[config.mk]
export PLATFORM = sky130hd
export DESIGN_NAME = mux_n_1_pipe
export DESIGN_NICKNAME = d
export VERILOG_FILES = /design/src/rtl/mux_n_1_pipe.sv
export SDC_FILE = /design/constraint.sdc
export NUM_CORES = 1
export LEC_CHECK = 0
export ABC_CLOCK_PERIOD_IN_PS = 4390
export BUFFER_PORTS_ARGS = -buffer_cell sky130_fd_sc_hd__buf_2
export CORE_MARGIN = 10
export CORE_UTILIZATION = 40
export DETAILED_ROUTE_END_ITERATION = 8
export GPL_TIMING_DRIVEN = 1
export HOLD_SLACK_MARGIN = 0.1
export PLACE_DENSITY = 0.75
export SLEW_MARGIN = 25
export SYNTH_ARGS = -nofsm -noshare
export SYNTH_HDL_FRONTEND = slang
export SYNTH_SLANG_ARGS = --single-unit
[constraint.sdc]
create_clock -name clk -period 4.39 [get_ports clk]
set_clock_uncertainty 0.15 [all_clocks]
set_input_delay 0.2195 -clock clk [delete_from_list [all_inputs] [get_ports clk]]
set_output_delay 0.2195 -clock clk [all_outputs]
set_load 0.05 [all_outputs]
[src/rtl/mux_n_1_pipe.sv]
// -----------------------------------------------------------------------------
// mux_n_1_pipe
//
// Purpose
//   Parametrised N:1 result selector between the ALU function units and the
//   writeback stage. The selected word (and an out-of-range flag) is captured
//   into a registered output stage. A two-entry buffer (main + skid) gives one
//   beat per clock without any combinational path from out_ready to in_ready.
//
// Parameters
//   WIDTH   data width of each input and of the output
//   NUM_IN  number of inputs, 2..16 (need not be a power of two)
//   SEL_W   select width, 2**SEL_W >= NUM_IN
//
// Ports
//   clk        in   rising-edge clock
//   rst        in   asynchronous active-high reset
//   in_data    in   packed inputs, input k at [k*WIDTH +: WIDTH]
//   in_sel     in   index of the input to select
//   in_valid   in   in_data/in_sel valid this cycle
//   in_ready   out  block accepts a beat this cycle (registered)
//   out_data   out  selected word (registered)
//   out_err    out  captured in_sel was >= NUM_IN (registered)
//   out_valid  out  out_data/out_err valid
//   out_ready  in   downstream accepts a beat
//   dbg_state  out  current buffer state (0=EMPTY, 1=ONE, 2=TWO)
//
// Handshake: a beat moves across an interface on every rising edge where
// valid and ready are both high. A producer holding valid keeps its payload
// stable until the transfer; out_valid is never withdrawn without a transfer.
// -----------------------------------------------------------------------------
module mux_n_1_pipe #(
    parameter int WIDTH  = 32,
    parameter int NUM_IN = 8,
    parameter int SEL_W  = 4
) (
    input  logic                    clk,
    input  logic                    rst,
    input  logic [NUM_IN*WIDTH-1:0] in_data,
    input  logic [SEL_W-1:0]        in_sel,
    input  logic                    in_valid,
    output logic                    in_ready,
    output logic [WIDTH-1:0]        out_data,
    output logic                    out_err,
    output logic                    out_valid,
    input  logic                    out_ready,
    output logic [1:0]              dbg_state
);

    if (NUM_IN < 2 || NUM_IN > 16 || (1 << SEL_W) < NUM_IN) begin : g_bad_params
        $error("mux_n_1_pipe: illegal NUM_IN/SEL_W combination");
    end

    typedef enum logic [1:0] {
        EMPTY = 2'd0,
        ONE   = 2'd1,
        TWO   = 2'd2
    } state_t;

    state_t             state_q, state_d;
    logic [WIDTH-1:0]   main_data_q, main_data_d;
    logic               main_err_q, main_err_d;
    logic [WIDTH-1:0]   skid_data_q, skid_data_d;
    logic               skid_err_q, skid_err_d;
    logic               in_ready_q;

    logic [WIDTH-1:0]   sel_word;
    logic               sel_err;
    logic               accept;
    logic               drain;

    // Flat AND-OR select: each input is gated by its own one-hot decode term,
    // so no input has priority and an out-of-range select yields all zeros.
    always_comb begin
        sel_word = '0;
        for (int k = 0; k < NUM_IN; k++) begin
            sel_word = sel_word
                     | (in_data[k*WIDTH +: WIDTH] & {WIDTH{in_sel == SEL_W'(k)}});
        end
        // Extra bit keeps the compare correct when NUM_IN == 2**SEL_W.
        sel_err = ({1'b0, in_sel} >= (SEL_W+1)'(NUM_IN));
    end

    assign accept = in_valid & in_ready_q;
    assign drain  = (state_q != EMPTY) & out_ready;

    always_comb begin
        state_d     = state_q;
        main_data_d = main_data_q;
        main_err_d  = main_err_q;
        skid_data_d = skid_data_q;
        skid_err_d  = skid_err_q;
        case (state_q)
            EMPTY: begin
                if (accept) begin
                    main_data_d = sel_word;
                    main_err_d  = sel_err;
                    state_d     = ONE;
                end
            end
            ONE: begin
                if (accept && drain) begin
                    main_data_d = sel_word;
                    main_err_d  = sel_err;
                end else if (accept) begin
                    skid_data_d = sel_word;
                    skid_err_d  = sel_err;
                    state_d     = TWO;
                end else if (drain) begin
                    state_d     = EMPTY;
                end
            end
            TWO: begin
                // in_ready is low here, so only a drain can move things.
                if (drain) begin
                    main_data_d = skid_data_q;
                    main_err_d  = skid_err_q;
                    state_d     = ONE;
                end
            end
            default: begin
                state_d = EMPTY;
            end
        endcase
    end

    always_ff @(posedge clk or posedge rst) begin
        if (rst) begin
            state_q     <= EMPTY;
            main_data_q <= '0;
            main_err_q  <= 1'b0;
            skid_data_q <= '0;
            skid_err_q  <= 1'b0;
            in_ready_q  <= 1'b0;
        end else begin
            state_q     <= state_d;
            main_data_q <= main_data_d;
            main_err_q  <= main_err_d;
            skid_data_q <= skid_data_d;
            skid_err_q  <= skid_err_d;
            // Registered ready: low only while the skid entry is occupied.
            in_ready_q  <= (state_d != TWO);
        end
    end

    assign in_ready  = in_ready_q;
    assign out_data  = main_data_q;
    assign out_err   = main_err_q;
    assign out_valid = (state_q != EMPTY);
    assign dbg_state = state_q;

endmodule
==> flow_summary_export.csv, run 1 <==
group,metric,value,unit
outcome,status,"complete, no violations",
worst_setup_path,worstSetupPathType,"reg2reg",
logic_synthesis,ys_types,29,
floorplan,die-height,131,µm
worst_setup_path,path_buf_inv,1,
routing,via_per_inst,5.55,
clock_tree,cts_tree,"done",
worst_setup_path,end_kind,"flip-flop",
worst_setup_path,critPathLaunchType,"flip-flop",
finish,nets,1068,
global_route,grt_pass1_vias,5528,
clock_tree,cts-htree-levels,3,
routing,first_pass_iters,5,
floorplan,core_area,0.0120,mm²
global_route,grt_overflow,0,
logic_synthesis,seq_area_frac_synth,0.352,
placement,hpwl,14900,µm
logic_synthesis,async_flop_share,1.00,
logic_synthesis,synth_top_area_share,0.352,
logic_synthesis,synthCells,531,
finish,drive_gt1_frac,0.413,
clock_tree,cts_resized,0,
placement,dpl_cell_area,0.00645,mm²
timing,timing.final.hold_violations,0,
floorplan,rows,40,
timing,slew_headroom,0.316,
finish,diodes,0,
worst_setup_path,critical_path.top_delay_family,"simple AND/OR/NAND/NOR gates",
timing,period_share,0.580,
worst_setup_path,worstPathRequired,4390,ps
clock_tree,cts_buffers,9,
run,maxCapViolations,0,
floorplan,fp.dieW,131,µm
logic_synthesis,synth_warnings,0,
timing,finalSetupViolations,0,
worst_setup_path,crit_path_start,"dbg_state[1]",
power_and_ir_drop,ir_drop,0.294,mV
clock_tree,clk_path_buf_depth,2,
power_and_ir_drop,power,3.52,mW
logic_synthesis,synth_ff_type,"dfrtp_1",
floorplan,die-area,0.0171,mm²
placement,gp_congestion,0.820,
global_route,grt_antenna_before_repair,0,
routing,wire_per_inst,20.3,µm
global_route,grtUsageTotal,0.212,
worst_setup_path,cp_max_fo,33,
timing,maxClockFrequency,393,MHz
logic_synthesis,syn_avg_cell_area,9.22,µm²
worst_hold_path,holdCritStartpoint,"in_valid",
floorplan,io_pins,301,
floorplan,start_util,0.408,
routing,wirelength,19400,µm
clock_tree,clk_latency,320,ps
clock_tree,post_cts_buffers,0,
power_and_ir_drop,leakagePower,3.41,nW
worst_setup_path,max_stage_delay,750,ps
routing,postRouteAntennaNets,0,
timing,worstMarginPinSlew,1020,ps
routing,first_iter_violations,260,
logic_synthesis,syn_area,0.00490,mm²
routing,drc_errors,0,
timing,period_minus_slack,2550,ps
finish,area.growth.synth_to_final,38.1,%
routing,vias,5303,
global_route,grt_pass1_wl,28800,µm
clock_tree,path_clk_slew,60,ps
logic_synthesis,yosysTopAreaCell,"dfrtp_1",
clock_tree,cts_sinks,69,
clock_tree,cts-root-buf,"clkbuf_16",
worst_setup_path,cp.arrival,2540,ps
global_route,grt_max_degree,66,
worst_hold_path,hold_class,"in2reg",
timing,grt_setup_unrepaired,"false",
worst_setup_path,slowest_stage,"dfrtp_1",
logic_synthesis,yosys-top-cells-area,"dfrtp_1 (35%), mux2i_1 (26%), o22ai_1 (8.3%)",
finish,finalInstanceArea,0.00677,mm²
logic_synthesis,synth_edf_count,0,
worst_setup_path,cp_cell_sequence,"buf_4, nand3b_4, or4b_1, o21ai_0, a21oi_1",
power_and_ir_drop,p_per_area,520,mW/mm²
placement,io_buffers,300,
worst_setup_path,r2r-start,"dbg_state[1]",
logic_synthesis,synth_seq_cells,69,
logic_synthesis,syn-num-nets,795,
timing,final_max_slew_viol_count,0,
timing,fin_setup_tns,0,ps
-- sequential cells by signal (all words and copies together), names as in the netlist --
name / cells
skid_data_q: 32
skid_err_q: 1
in_ready: 1
dbg_state: 2
out_err: 1
out_data: 32
-- cell usage after synthesis, types with 2 or more instances --
library cell	instances
a21oi_1	65
clkbuf_1	27
o21ai_0	28
buf_2	22
nor2_1	66
buf_6	3
o21ai_1	4
nand2_1	2
or3b_1	2
mux2i_1	129
dfrtp_1	69
or4b_1	32
nand3b_1	2
o22ai_1	65
-- placed cells by master (no fill, tap or decap), types with 2 or more instances in the layout --
cell and instances:
dlygate4sd3_1 3, a21oi_1 65, dfrtp_1 69, buf_2 299, clkinv_2 2, nand2_1 2
o21ai_1 4, or3b_1 2, clkbuf_1 3, inv_2 2, clkbuf_16 9, nor2_1 66
nand3b_1 2, buf_4 11, o22ai_1 65, mux2i_1 129, or4b_1 32, o21ai_0 28
-- metrics by stage --
| stage | utilization | setup WS [ps] | std cells | hold WS (ps) |
|---|---|---|---|---|
| 2_1_floorplan | - | 2280 | 531 | 198 |
| 3_3_place_gp | 0.537 | 1890 | 937 | 259 |
| 3_5_place_dp | 0.537 | 1830 | 937 | 260 |
| 4_1_cts | 0.563 | 1820 | 956 | 100 |
| 5_1_grt | 0.563 | 1630 | 956 | 125 |
| 6_report | 0.563 | 1840 | 956 | 107 |
-- power by group --
part | internal (mW) | switching, mW | leakage [nW]
logic | 0.493 | 1.19 | 2.47
registers | 0.957 | 0.181 | 0.798
clock network | 0.440 | 0.263 | 0.141
-- final timing paths --
| kind | endpoint | slack [ps] | cells after the start |
|---|---|---|---|
| setup reg to reg | out_data[1] | 1840 | 5 |
| hold / removal | in_ready | 110 | 3 |
| hold reg to reg | skid_err_q | 360 | 1 |
| setup / recovery | out_data[1] | 1840 | 5 |
| min in group asynchronous | out_data[25] | 440 | 3 |
| max in group asynchronous | skid_data_q[14] | 2710 | 4 |
-- layer usage --
layer	routed length, µm	global-route usage	vias up
met5	0	0	-
li1	-	-	2552
met3	1830	0.0641	25
met2	9340	0.361	249
met4	348	0.0582	0
met1	7850	0.253	2477
-- cell type report --
cell class / instances / area [µm²]
Inverter: 2 / 7.51
Sequential cell: 69 / 1730
Clock inverter: 4 / 48.8
Tap cell: 147 / 184
Clock buffer: 12 / 236
Multi-Input combinational cell: 407 / 2920
Timing Repair Buffer: 315 / 1640
Fill cell: 1115 / 5250
-- cells by family after synthesis --
group	count (synthesis)	synth area share
AOI/OAI and AO/OA	165	0.189
DFF	69	0.352
and+or+nand+nor	112	0.139
muxes	130	0.266
buffers and inverters	55	0.0531
-- worst register-to-register path: cells and delay by family (launching register included) --
family / cells / cell delay, ps
buf+inv: 1 / 390
simple gates: 2 / 930
compound gates: 2 / 150
flops: 1 / 750
-- repair_timing --
| item | 4_1_cts | 5_1_grt |
|---|---|---|
| hold buffers | 3 | 0 |
| endpoints found under the hold margin | 39 | 0 |
| endpoints found under the setup margin | 0 | 0 |
(Power assumes the default switching activity.)
==> run 2, diff against run 1 <==
--- a/config.mk
+++ b/config.mk
@@ -5,14 +5,15 @@
 export SDC_FILE = /design/constraint.sdc
 export NUM_CORES = 1
 export LEC_CHECK = 0
-export ABC_CLOCK_PERIOD_IN_PS = 4390
+export ABC_AREA = 1
+export ABC_CLOCK_PERIOD_IN_PS = 2100
 export BUFFER_PORTS_ARGS = -buffer_cell sky130_fd_sc_hd__buf_2
 export CORE_MARGIN = 10
 export CORE_UTILIZATION = 40
 export DETAILED_ROUTE_END_ITERATION = 8
 export GPL_TIMING_DRIVEN = 1
 export HOLD_SLACK_MARGIN = 0.1
-export PLACE_DENSITY = 0.75
+export PLACE_DENSITY = 0.76
 export SLEW_MARGIN = 25
 export SYNTH_ARGS = -nofsm -noshare
 export SYNTH_HDL_FRONTEND = slang
==> constraint.sdc (replaced) <==
create_clock -name clk -period 2.1 [get_ports clk]
set_clock_uncertainty 0.15 [all_clocks]
set_input_delay 0.105 -clock clk [delete_from_list [all_inputs] [get_ports clk]]
set_output_delay 0.105 -clock clk [all_outputs]
set_load 0.05 [all_outputs]
==> run 2 against run 1 <==
The run now ends with DRC left. Register-to-register slack lost 1700 ps. Total power rose by 100%. Worst hold slack gained 5.0 ps. Cell count rose by 71%. Final area rose by 44%. Sequential share of layout area decreased by 7.8 points. Worst setup slack worse by 1800 ps. Sequential power grew 96%. Combinational power is 110% higher. Critical endpoint is now out_data[4]. Largest power group unchanged.
==> flow_summary_export.csv, run 2 <==
group,metric,value,unit
outcome,status,"finished, violations left",
worst_setup_path,end_kind,"flip-flop",
outcome,violations,"DRC",
clock_tree,cts_sinks,69,
global_route,grtUsageTotal,0.310,
worst_setup_path,path_buf_inv,5,
floorplan,die-area,0.0185,mm²
logic_synthesis,syn_avg_cell_area,5.74,µm²
timing,slew_headroom,0.491,
routing,first_iter_violations,1273,
timing,finalSetupViolations,0,
worst_setup_path,worstSetupPathType,"in2reg",
routing,first_pass_iters,9,
floorplan,start_util,0.407,
worst_setup_path,cp_cell_sequence,"buf_2, buf_4, nor2_4, buf_6, buf_4, nand3_1, nand2_1, nor2_1, dlygate4sd3_1, nand3_1, nand2_1, nand2_1",
power_and_ir_drop,power,7.20,mW
clock_tree,cts_tree,"done",
timing,maxClockFrequency,498,MHz
worst_hold_path,worstHoldEndpoint,"skid_data_q[30]",
finish,stdcell_count,1631,
floorplan,fp.dieW,136,µm
placement,dp_slack,-18.7,ps
routing,drc_errors,3,
timing,period_minus_slack,2010,ps
global_route,grt_pass1_wl,46100,µm
logic_synthesis,ys_types,15,
worst_setup_path,r2r-start,"dbg_state[1]",
logic_synthesis,synth_top_area_share,0.320,
routing,wire_per_inst,18.4,µm
worst_setup_path,cp_common_cell,"nand2_1",
power_and_ir_drop,power_frac_seq,0.311,
logic_synthesis,yosys-top-cells-area,"dfrtp_1 (32%), nand2_1 (27%), nand3_1 (24%)",
finish,area.growth.synth_to_final,80.5,%
power_and_ir_drop,ir_drop,0.441,mV
logic_synthesis,seq_area_frac_synth,0.320,
finish,final_common_cell,"nand2_1",
power_and_ir_drop,intPower,3.91,mW
floorplan,io_pins,301,
logic_synthesis,synthCells,940,
routing,wirelength,30000,µm
clock_tree,path_clk_slew,60,ps
worst_setup_path,critPathLaunchType,"input port",
global_route,grt_pass1_vias,8898,
routing,vias,9038,
run,maxCapViolations,0,
power_and_ir_drop,power.share.combinational,0.488,
worst_setup_path,reg2reg_slack,110,ps
power_and_ir_drop,netSwitchingPower,3.29,mW
worst_setup_path,r2r-end,"out_data[30]",
worst_setup_path,worstSetupPathDepth,12,
worst_setup_path,worstPathRequired,2210,ps
logic_synthesis,synth_edf_count,0,
clock_tree,cts_buffers,9,
global_route,grt_max_degree,70,
power_and_ir_drop,p_clk_frac,0.201,
floorplan,core_area,0.0132,mm²
power_and_ir_drop,leakagePower,5.83,nW
floorplan,die-height,136,µm
placement,hpwl,16900,µm
clock_tree,clk_latency,320,ps
logic_synthesis,yosysTopAreaCell,"dfrtp_1",
worst_hold_path,min_path_cells,7,
timing,grt_setup_unrepaired,"false",
logic_synthesis,synth_warnings,0,
power_and_ir_drop,switching_share,0.457,
clock_tree,cts-root-buf,"clkbuf_16",
timing,fin_ws,93.9,ps
logic_synthesis,async_flop_share,1.00,
timing,fin_setup_tns,0,ps
placement,place_inst,1374,
finish,nets,1699,
worst_setup_path,max_stage_delay,560,ps
worst_setup_path,cp_max_fo,27,
global_route,grt_overflow,0,
finish,layout_common_cells,"nand2_1 (383), buf_2 (300), nand3_1 (257)",
placement,io_buffers,300,
worst_setup_path,critical_path.top_delay_family,"buffers and inverters",
power_and_ir_drop,p_per_area,739,mW/mm²
timing,worstMarginPinSlew,762,ps
routing,postRouteAntennaNets,0,
timing,timing.final.hold_violations,0,
worst_setup_path,slowest_stage,"dlygate4sd3_1",
logic_synthesis,synth_commonest_cells,"nand2_1 (385), nand3_1 (257), nor2_1 (125)",
logic_synthesis,synth_ff_type,"dfrtp_1",
global_route,grt_antenna_before_repair,12,
finish,drive_gt1_frac,0.247,
clock_tree,cts-htree-levels,3,
logic_synthesis,yosysMostFrequentCell,"nand2_1",
finish,fin_util,0.735,
timing,final_max_slew_viol_count,0,
worst_hold_path,hold_class,"in2reg",
clock_tree,clk_path_buf_depth,2,
worst_setup_path,ff2ff_path_depth,6,
worst_setup_path,cp.arrival,2110,ps
placement,gp_congestion,0.933,
floorplan,rows,42,
logic_synthesis,syn-num-nets,1204,
routing,via_per_inst,5.54,
worst_hold_path,holdCritStartpoint,"in_data[62]",
logic_synthesis,synth_seq_cells,69,
logic_synthesis,syn_area,0.00539,mm²
timing,period_share,0.955,
-- run 2: per-stage QoR --
stage | hold WS, ps | cell area [µm²]
after floorplan | 76.0 | 5390
after global placement | 70.1 | 7140
after detailed placement | 71.5 | 7140
after CTS | 100 | 9640
after global routing | 158 | 9730
final | 112 | 9740
-- run 2: logic make-up (layout without fill, tap and decap cells) --
family	after synthesis	after routing	share of synthesized area
flip-flops	69	69	0.320
AO/OA/AOI/OAI	13	13	0.0125
other	0	16	0
buffers and inverters	87	586	0.0694
AND/OR/NAND/NOR	771	771	0.598
-- run 2: final cells by class --
type,count,area [µm²]
clock buffer,14,274
sequential,69,1730
clock inverter,1,5.00
timing repair buffer,551,4040
antenna,16,40.0
multi-input combinational,784,3350
tap,176,220
inverter,20,81.3
fill,1009,3510
-- run 2: repair_timing --
action | 4_1_cts | 5_1_grt
hold buffers | 222 | 0
resized for setup | 0 | 6
setup endpoints to repair | 0 | 32
hold endpoints to repair | 138 | 0
buffers inserted | 0 | 4
-- run 2: power by group through the flow --
stage | Clock (mW) | Combinational [mW] | Sequential, mW
floorplan | 0 | 1.11 | 3.20
global placement | 0 | 3.06 | 2.21
detailed placement | 0 | 3.11 | 2.22
CTS | 1.46 | 3.41 | 2.21
global route | 1.53 | 3.78 | 2.30
finish | 1.45 | 3.51 | 2.24
-- run 2: worst max path at each step --
stage	start	endpoint
CTS	in_sel[1]	skid_data_q[1]
floorplan	rst	dbg_state[0]
detailed placement	in_sel[1]	skid_data_q[31]
finish	in_sel[3]	out_data[4]
global placement	in_sel[1]	skid_data_q[31]
global route	out_ready	skid_data_q[1]
-- run 2: worst reg2reg max path, delay by kind of cell (launching register included) --
family	cells	cell delay (ps)
DFF	1	440
and+or+nand+nor	4	400
buffers and inverters	2	890
-- run 2: metal layers --
metal | wire length, µm | part of all wire | vias up | track usage
met5 | 0 | 0 | - | 0
met4 | 2350 | 0.078 | 0 | 0.214
met3 | 3440 | 0.11 | 221 | 0.0911
met2 | 14000 | 0.47 | 762 | 0.493
met1 | 10300 | 0.34 | 4031 | 0.350
li1 | - | - | 4024 | -
==> run 3, diff against run 2 <==
==> constraint.sdc (replaced) <==
create_clock -name clk -period 2.1 [get_ports clk]
set_clock_uncertainty 0.15 [all_clocks]
set_input_delay 0.42 -clock clk [delete_from_list [all_inputs] [get_ports clk]]
set_output_delay 0.42 -clock clk [all_outputs]
set_load 0.05 [all_outputs]
==> run 3 against run 2 <==
The flow now finishes without violations. Count of clock-buffer cells in the layout is 2 lower. Utilization is 17 points lower. Global-route usage is 7.6 points lower. Sequential power hardly changed. Via count is 22% lower. Flip-flop and latch count stayed put. Die area stayed put. Critical endpoint is now out_valid. Combinational power is 10% lower. Sequential share of layout area is 5.4 points higher. Critical path depth is 9 lower.
==> flow_summary_export.csv, run 3 (synthesized netlist as in run 2, its figures left out) <==
group,metric,value,unit
finish,layout_common_cells,"nand2_1 (384), buf_2 (300), nand3_1 (257)",
global_route,grt_pass1_vias,6717,
timing,final_max_slew_viol_count,0,
finish,final_common_cell,"nand2_1",
placement,dp_slack,159,ps
floorplan,rows,42,
routing,postRouteAntennaNets,0,
routing,drc_errors,0,
floorplan,io_pins,301,
clock_tree,cts-htree-levels,3,
clock_tree,cts_sinks,69,
placement,gp_congestion,0.894,
clock_tree,post_cts_buffers,0,
finish,nets,1471,
floorplan,start_util,0.407,
clock_tree,cts_buffers,9,
placement,place_inst,1371,
floorplan,die-height,136,µm
worst_setup_path,cp.arrival,1340,ps
finish,fin_util,0.564,
placement,io_buffers,300,
clock_tree,cts_tree,"done",
timing,worstMarginPinSlew,600,ps
clock_tree,clk_path_buf_depth,2,
timing,period_minus_slack,1910,ps
finish,stdcell_count,1387,
routing,wirelength,22400,µm
global_route,grt_overflow,0,
run,maxCapViolations,0,
floorplan,core_area,0.0132,mm²
timing,slew_headroom,0.600,
routing,vias,7081,
worst_setup_path,worstSetupPathType,"reg2out",
worst_setup_path,cp_max_fo,5,
timing,fin_ws,189,ps
timing,maxClockFrequency,523,MHz
power_and_ir_drop,power,6.65,mW
clock_tree,clk_latency,330,ps
timing,finalSetupViolations,0,
floorplan,die-area,0.0185,mm²
power_and_ir_drop,ir_drop,0.452,mV
routing,first_iter_violations,569,
worst_setup_path,end_kind,"primary output",
timing,grt_setup_unrepaired,"false",
routing,wire_per_inst,16.1,µm
clock_tree,path_clk_slew,60,ps
timing,timing.final.hold_violations,0,
outcome,status,"complete, no violations",
global_route,grtUsageTotal,0.234,
global_route,grt_antenna_before_repair,2,
worst_setup_path,worstPathRequired,1530,ps
power_and_ir_drop,p_per_area,891,mW/mm²
worst_setup_path,critPathLaunchType,"flip-flop",
worst_hold_path,holdCritStartpoint,"in_valid",
routing,first_pass_iters,5,
finish,finalInstanceArea,0.00747,mm²
placement,hpwl,17400,µm
timing,period_share,0.910,
timing,whs,240,ps
routing,via_per_inst,5.11,
worst_setup_path,crit_path_start,"dbg_state[1]",
clock_tree,cts-root-buf,"clkbuf_16",
worst_setup_path,r2r-start,"dbg_state[1]",
finish,area.growth.synth_to_final,38.4,%
finish,drive_gt1_frac,0.283,
timing,fin_setup_tns,0,ps
worst_hold_path,hold_class,"in2reg",
placement,dpl_cell_area,0.00721,mm²
global_route,grt_max_degree,70,
floorplan,fp.dieW,136,µm
power_and_ir_drop,leakagePower,4.69,nW
global_route,grt_pass1_wl,34600,µm
## run 3: worst paths after layout
path | to | slack, ps | cells after the start
worst max-delay path | out_valid | 190 | 3
worst min-delay path | dbg_state[0] | 240 | 4
worst max register to register | out_data[12] | 490 | 8
worst min register to register | out_data[5] | 320 | 2
max in group asynchronous | out_data[8] | 900 | 4
min in group asynchronous | out_data[20] | 580 | 4
## run 3: report_power, final
part           switching [mW]  total (mW)  internal, mW
Sequential              0.309        2.21          1.90
Clock                   0.519        1.29         0.773
Combinational            2.26        3.15         0.893
## run 3: area by class of cell
class                   instances  area [µm²]
clock buffers                  12         236
repair buffers                323        1850
well taps                     176         220
fillers                      1398        5780
inverters                      20        78.8
flip-flops and latches         69        1730
diodes                          3        7.51
multi-input cells             784        3340
## run 3: critical path: stages (launching register included)
cell,delay [ps]
dfrtp_1,440
nor2_1,260
inv_1,90
buf_2,220
## run 3: layer usage
| layer | up-vias | global-route usage | share of wire |
|---|---|---|---|
| met5 | - | 0 | 0 |
| li1 | 3559 | - | - |
| met1 | 3201 | 0.289 | 0.41 |
| met3 | 31 | 0.0590 | 0.082 |
| met2 | 290 | 0.390 | 0.49 |
| met4 | 0 | 0.0716 | 0.016 |
## run 3: timing repair
item                      4_1_cts  5_1_grt
hold endpoints to repair       69        0
gates resized for setup         0        0
hold buffers                    1        0
